`config.mk`:
```
export PLATFORM = sky130hd
export DESIGN_NAME = sync_fifo_prog
export DESIGN_NICKNAME = d
export VERILOG_FILES = /design/src/rtl/sync_fifo_pkg.sv /design/src/rtl/sync_fifo_mem.sv /design/src/rtl/sync_fifo_prog.sv
export SDC_FILE = /design/constraint.sdc
export NUM_CORES = 1
export LEC_CHECK = 0
export BUFFER_PORTS_ARGS = -buffer_cell sky130_fd_sc_hd__clkbuf_2
export CELL_PAD_IN_SITES_DETAIL_PLACEMENT = 0
export CELL_PAD_IN_SITES_GLOBAL_PLACEMENT = 1
export CORE_UTILIZATION = 58
export DETAILED_ROUTE_END_ITERATION = 10
export GPL_TIMING_DRIVEN = 0
export PLACE_DENSITY = 0.82
export SLEW_MARGIN = 25
export SYNTH_ARGS = -nofsm -noshare
export SYNTH_HDL_FRONTEND = slang
export SYNTH_SLANG_ARGS = --single-unit
```
`constraint.sdc`:
```
create_clock -name clk -period 3.89 [get_ports clk]
set_input_delay 0.778 -clock clk [delete_from_list [all_inputs] [get_ports clk]]
set_output_delay 0.778 -clock clk [all_outputs]
set_load 0.02 [all_outputs]
```
`src/rtl/sync_fifo_pkg.sv`:
```
// Shared definitions for the single-clock programmable FIFO.
package sync_fifo_pkg;

  localparam int DATA_SIZE_DEF = 12;
  localparam int ADDR_SIZE_DEF = 4;

  // Read-side presentation mode selected by the FWFT parameter.
  typedef enum logic {
    RD_REG  = 1'b0,
    RD_FWFT = 1'b1
  } rd_mode_e;

  // Number of storage words for a given address width.
  function automatic int fifo_depth(input int addr_size);
    return 1 << addr_size;
  endfunction

endpackage

```
`src/rtl/sync_fifo_mem.sv`:
```
// DEPTH x DATA_SIZE storage: synchronous write port, asynchronous read port.
module sync_fifo_mem
  import sync_fifo_pkg::*;
#(
  parameter int DATA_SIZE = DATA_SIZE_DEF,
  parameter int ADDR_SIZE = ADDR_SIZE_DEF
) (
  input  logic                 clk,
  input  logic                 we,
  input  logic [ADDR_SIZE-1:0] waddr,
  input  logic [DATA_SIZE-1:0] wdata,
  input  logic [ADDR_SIZE-1:0] raddr,
  output logic [DATA_SIZE-1:0] rdata
);

  localparam int DEPTH = fifo_depth(ADDR_SIZE);

  logic [DATA_SIZE-1:0] mem [DEPTH];

  // Storage is deliberately left out of reset.
  always_ff @(posedge clk) begin
    if (we) mem[waddr] <= wdata;
  end

  assign rdata = mem[raddr];

endmodule

```
`src/rtl/sync_fifo_prog.sv`:
```
// Single-clock FIFO with FWFT/registered read, programmable almost flags,
// occupancy count and sticky overflow/underflow flags.
module sync_fifo_prog
  import sync_fifo_pkg::*;
#(
  parameter int DATA_SIZE = DATA_SIZE_DEF,
  parameter int ADDR_SIZE = ADDR_SIZE_DEF,
  parameter bit FWFT      = 1'b1,
  parameter int AFULL_TH  = 12,
  parameter int AEMPTY_TH = 2
) (
  input  logic                 clk,
  input  logic                 rst,
  input  logic                 winc,
  input  logic [DATA_SIZE-1:0] wData,
  output logic                 wFull,
  output logic                 wAlmostFull,
  input  logic                 rinc,
  output logic [DATA_SIZE-1:0] rData,
  output logic                 rEmpty,
  output logic                 rAlmostEmpty,
  output logic [ADDR_SIZE:0]   count,
  output logic                 overflow,
  output logic                 underflow,
  input  logic                 clr_err
);

  localparam int       DEPTH   = fifo_depth(ADDR_SIZE);
  localparam int       CW      = ADDR_SIZE + 1;
  localparam rd_mode_e RD_MODE = FWFT ? RD_FWFT : RD_REG;

  localparam logic [CW-1:0] DEPTH_C  = CW'(DEPTH);
  localparam logic [CW-1:0] AFULL_C  = CW'(AFULL_TH);
  localparam logic [CW-1:0] AEMPTY_C = CW'(AEMPTY_TH);

  if (ADDR_SIZE < 1) begin : g_bad_addr
    $fatal(1, "sync_fifo_prog: ADDR_SIZE must be >= 1");
  end
  if (!(AEMPTY_TH >= 0 && AEMPTY_TH < AFULL_TH && AFULL_TH <= DEPTH)) begin : g_bad_th
    $fatal(1, "sync_fifo_prog: need 0 <= AEMPTY_TH < AFULL_TH <= DEPTH");
  end

  logic [ADDR_SIZE-1:0] wptr, rptr;
  logic [DATA_SIZE-1:0] mem_rdata;
  logic                 wr_ok, rd_ok;
  logic [CW-1:0]        count_next;

  assign wr_ok = winc & ~wFull;
  assign rd_ok = rinc & ~rEmpty;

  // Next occupancy; every flag is registered from this value.
  always_comb begin
    count_next = count + CW'(wr_ok) - CW'(rd_ok);
  end

  sync_fifo_mem #(
    .DATA_SIZE(DATA_SIZE),
    .ADDR_SIZE(ADDR_SIZE)
  ) u_mem (
    .clk   (clk),
    .we    (wr_ok),
    .waddr (wptr),
    .wdata (wData),
    .raddr (rptr),
    .rdata (mem_rdata)
  );

  // Pointers, occupancy and status flags; sticky errors give set priority over clear.
  always_ff @(posedge clk) begin
    if (rst) begin
      wptr         <= '0;
      rptr         <= '0;
      count        <= '0;
      wFull        <= 1'b0;
      wAlmostFull  <= 1'b0;
      rEmpty       <= 1'b1;
      rAlmostEmpty <= 1'b1;
      overflow     <= 1'b0;
      underflow    <= 1'b0;
    end else begin
      if (wr_ok) wptr <= wptr + 1'b1;
      if (rd_ok) rptr <= rptr + 1'b1;
      count        <= count_next;
      wFull        <= (count_next == DEPTH_C);
      wAlmostFull  <= (count_next >= AFULL_C);
      rEmpty       <= (count_next == '0);
      rAlmostEmpty <= (count_next <= AEMPTY_C);
      overflow     <= (winc & wFull)  | (overflow  & ~clr_err);
      underflow    <= (rinc & rEmpty) | (underflow & ~clr_err);
    end
  end

  if (RD_MODE == RD_FWFT) begin : g_fwft
    // Head word is presented straight from the memory read port.
    assign rData = mem_rdata;
  end else begin : g_reg
    logic [DATA_SIZE-1:0] rdata_q;
    // Output register loads the head word only on an accepted read.
    always_ff @(posedge clk) begin
      if (rst)        rdata_q <= '0;
      else if (rd_ok) rdata_q <= mem_rdata;
    end
    assign rData = rdata_q;
  end

endmodule

```
* Yosys cells after proc, flatten, opt, wreduce, memory -nomap -nowiden *
Memory sizes are Yosys's and may differ from the RTL's. A register that Yosys moved wholly into a read port is not among the register bits.
Cells that the tools add are included.

cells by class
  add/sub/neg operators = 4
  order comparisons = 2
  equal/unequal tests = 1
  multiplexer cells = 4
  bitwise logic cells = 11
  reductions and logical operators = 1

operators by type and width
  cell                                                            count
  adder 4 x 1 -> 4 bit, second input constant                     2
  two-way mux 4 bit                                               2
  bitwise AND 1 bit                                               6
  adder 5 x 1 -> 5 bit                                            1
  == test 5 bit, second input constant                            1
  >= comparator 5 x 4 -> 1 bit, second input constant             1
  less-or-equal comparator 5 x 2 -> 1 bit, second input constant  1
  logical NOT 5 bit                                               1
  subtractor 5 x 1 -> 5 bit                                       1
  inverter 1 bit                                                  3
  two-way mux 1 bit                                               2
  OR 1 bit                                                        2

storage, ports and cells
  register bits after elaboration = 19
  memory bits (writable) = 192
  output and inout port bits = 23
  word-level logic and storage cells = 33
  memories kept = 1

memory list
  memory     depth  width  rd ports  clocked after Yosys merged registers in  write ports  RTL line             RTL
  u_mem.mem  16     12     1         1                                        1            sync_fifo_mem.sv:18  logic [DATA_SIZE-1:0] mem [DEPTH];

* Longest topological paths before layout *
  depth in word-level cells = 5
  depth in mapped cells = 10
  depth with buffers taken out = 9

* By module *
From an unflattened synthesis, not the netlist that was laid out.

second synthesis, totals
  cells, all modules = 409
  area, all modules = 8212.9 sq um

modules (own cells, without submodules)
  module          instances  cells each  area an instance (sq um)
  sync_fifo_mem   1          317         7359.6
  sync_fifo_prog  1          92          853.3

* Worst setup path after synthesis *
Ideal clock, no wire load.

  kind = input to register
  start point = input winc
  end point = register rEmpty
  library setup time = 0.116 ns
  arrival time = 2.585 ns
  data required time = 3.774 ns
  slack = 1.189 ns
  stages = 10
  buffers on the path = 1
  path through = nor2b_1 -> clkbuf_1 -> xor2_1 -> ha_1 -> inv_1 -> fa_1 -> nand2b_1 -> a21oi_1 -> xnor2_1 -> a41o_1

between the ends
  longest elaborated chain between the ends = 4

ends and longest elaborated chain
  item                       RTL line              RTL
  start, declared            sync_fifo_prog.sv:14  input logic winc,
  bitwise AND 1 bit          sync_fifo_prog.sv:48  assign wr_ok = winc & ~wFull;
  adder 5 x 1 -> 5 bit       sync_fifo_prog.sv:53  count_next = count + CW'(wr_ok) - CW'(rd_ok);
  subtractor 5 x 1 -> 5 bit  sync_fifo_prog.sv:53
  logical NOT 5 bit          sync_fifo_prog.sv:86  rEmpty <= (count_next == '0);
  end signal, assigned       sync_fifo_prog.sv:86
  end, declared              sync_fifo_prog.sv:20  output logic rEmpty,

No other way between the ends.
A chain may end at the register's enable or synchronous reset.

==> flow_metrics.py <==
metrics = {
    "status": {
        "status": "completed",
    },
    "synth": {
        "synth_top_area_cell": "edfxtp_1",
        "yosysSeqAreaShare_pct": 75.1,
        "ys_ff_latch": 215,
        "synth_area_leaders": "edfxtp_1 70%, mux4_2 16%, dfxtp_1 5.6%, nor2_1 1.5%, ha_1 1.4%",
        "yosys_warnings": 0,
        "synthCells": 393,
        "synth_nets": 420,
        "synth.distinct_cells": 28,
        "avgSynthCellArea_sq_um": 21.1,
        "yosysTopAreaCellShare_pct": 69.6,
        "synth_area_sq_um": 8290,
    },
    "worst_setup_path": {
        "start_kind": "flop",
        "path_max_fanout": 10,
        "reg2reg_depth": 10,
        "crit_chain": "clkbuf_1, buf_2, mux4_2, mux4_2, clkbuf_2",
        "rrSetupSlack_ps": 1370,
        "crit_slowest_cell": "clkbuf_1",
        "crit_required_ps": 3110,
        "critical_path_arrival_ps": 2840,
        "crit_buf_inv": 3,
        "cp_top_family": "buffers and inverters",
        "worst_setup_path_end_kind": "primary output",
        "path_common_cell": "mux4_2",
        "reg2reg_from": "wFull",
        "critical_path_class": "flop to primary output",
        "max_stage_delay_ps": 510,
        "reg2reg_to": "wFull",
    },
    "clock_tree": {
        "clk_latency_ps": 500,
        "holdBufCountCts": 0,
        "clockBufferDepth": 3,
        "clkTransAtPathRegs_ps": 60,
        "cts_root_buffer": "clkbuf_16",
        "cts_tree": "built",
        "clock_sinks": 215,
        "postCtsSetupBuffers": 0,
        "tritoncts.num_buffers": 22,
        "cts_resized": 0,
        "htreeDepth": 1,
    },
    "placement": {
        "gp_congestion": 0.697,
        "hpwl_microns": 9990,
        "numPortBuffers": 39,
    },
    "grt": {
        "grt_max_degree": 17,
        "top_usage_layer": "met2",
        "met2_usage_pct": 38.5,
        "globalRouteOverflowTotal": 0,
        "met1_usage_pct": 32.4,
        "grt_pass1_wl_microns": 24400,
        "met3_usage_pct": 4.04,
        "grtUsageTotal_pct": 23.4,
        "antenna_found_initial": 0,
        "grt_pass1_vias": 4184,
    },
    "sta": {
        "period_minus_slack_ps": 3620,
        "rsz0062_at_grt": "no",
        "fmax_mhz": 276,
        "fin_setup_tns_ps": 0,
        "worst_slew_pin_slew_ps": 954,
        "maxSlewHeadroom_pct": 36.3,
        "final_max_slew_viol_count": 0,
        "finClkSkew_ps": 16.4,
        "fin_crit_sh_pct": 93.0,
        "whs_ps": 500,
        "hold_viol": 0,
        "setup_violations": 0,
    },
    "floorplanning": {
        "floorplan.initialDensity_pct": 59.5,
        "ioPinCount": 40,
        "placementRows": 43,
        "core_sq_um": 13900,
        "chipHeight_microns": 122,
        "die_area_sq_um": 14800,
        "chipWidth_microns": 122,
    },
    "job": {
        "cap_violations": 0,
    },
    "pwr": {
        "power.net_switching_mw": 1.49,
        "seqPwrFrac_pct": 45.0,
        "clockPowerShare_pct": 36.7,
        "p_int_mw": 4.50,
        "ir_drop_uv": 428,
        "finalPower_mw": 5.98,
        "p_comb_share_pct": 18.3,
        "p_per_area_nw_per_um2": 626,
        "leakagePower_nw": 3.15,
        "swShare_pct": 24.9,
    },
    "finish": {
        "final_cell_mix": "192 x edfxtp_1, 59 x mux4_2, 39 x clkbuf_2",
        "final_common_cell": "edfxtp_1",
        "fin_nets": 488,
        "antenna_cells": 0,
        "area_growth_pct": 15.5,
        "drive_above_1_share_pct": 33.3,
    },
    "route": {
        "drt_first_pass_iters": 5,
        "drc_errors": 0,
        "wl_microns": 16000,
        "wl_per_cell_microns": 24.3,
        "drt_iter0_drc": 344,
        "vias_per_cell": 6.08,
        "ant_nets": 0,
        "via_count": 3992,
    },
    "worst_hold_path": {
        "hold_end": "count[0]",
        "min_path_type": "input pin to flop",
        "whs_path_depth": 2,
        "min_from": "rst",
    },
}
## logic make-up after synthesis
logic type | share of synthesized area (%)
adder cells (fa/ha/maj) | 1.60
AND/OR/NAND/NOR | 3.29
AO/OA/AOI/OAI | 0.725
multiplexers | 16.5
buffers and inverters | 1.71
flip-flops | 75.1
XOR/XNOR | 1.06
## sequential cells by signal, indices dropped and copies added, names as in the netlist, named ones only
| name | count |
|---|---|
| wAlmostFull | 1 |
| wptr | 4 |
| rAlmostEmpty | 1 |
| overflow | 1 |
| wFull | 1 |
| rptr | 4 |
| underflow | 1 |
| count | 5 |
| u_mem.mem | 192 |
| rEmpty | 1 |
## power by group through the flow
stage	Sequential, mW	Clock [mW]	Combinational [mW]
final	2.69	2.20	1.10
after global routing	2.71	2.31	1.20
after CTS	2.70	2.22	1.12
after detailed placement	2.74	0	1.10
after global placement	2.74	0	1.06
after floorplan	2.79	0	0.731
## stage by stage
step                      std cells  worst slack [ps]  area [sq um]  util (%)
after floorplan                 393              1190          8290         -
after global placement          612              80.3          8710      62.5
after detailed placement        617               782          8800      63.1
after CTS                       657               230          9570      68.7
after global routing            657               153          9570      68.7
final                           657               271          9570      68.7
## synth_stat cells
cell type	n
nand2_1	7
buf_8	2
clkbuf_1	10
mux2i_1	1
nor2b_1	4
and3_1	1
a41o_1	2
a21oi_1	5
edfxtp_1	192
dfxtp_1	23
buf_6	1
nor4bb_1	1
or3_1	1
ha_1	9
mux4_2	59
nand2b_1	5
nand4_1	2
buf_2	5
xnor2_1	4
inv_1	10
xor2_1	6
a22oi_1	2
or2_2	1
mux4_1	1
nand3_1	1
fa_1	1
nor2_1	33
nor3_1	4
## routing by layer
| metal | vias up | wire length [microns] |
|---|---|---|
| li1 | 1733 | - |
| met1 | 2073 | 6550 |
| met2 | 151 | 8120 |
| met3 | 35 | 937 |
| met4 | 0 | 343 |
| met5 | - | 0 |
## worst max path at each step
| stage | from | end | slack [ps] | cells after the start |
|---|---|---|---|---|
| global placement | winc | u_mem.mem[3][8] | 80 | 5 |
| CTS | flop | rData[11] | 230 | 5 |
| finish | flop | rData[11] | 270 | 5 |
| detailed placement | flop | rData[11] | 780 | 5 |
| floorplan | winc | rEmpty | 1190 | 10 |
| global route | flop | rData[11] | 150 | 5 |
## layout make-up
type | count | area, sq um
Sequential cell | 215 | 6230
Fill cell | 855 | 4370
Multi-Input combinational cell | 150 | 1970
Clock buffer | 32 | 619
Timing Repair Buffer | 44 | 236
Tap cell | 180 | 225
Clock inverter | 8 | 150
Buffer | 18 | 104
Inverter | 10 | 37.5
No activity file was read; power rests on OpenSTA's default activity.
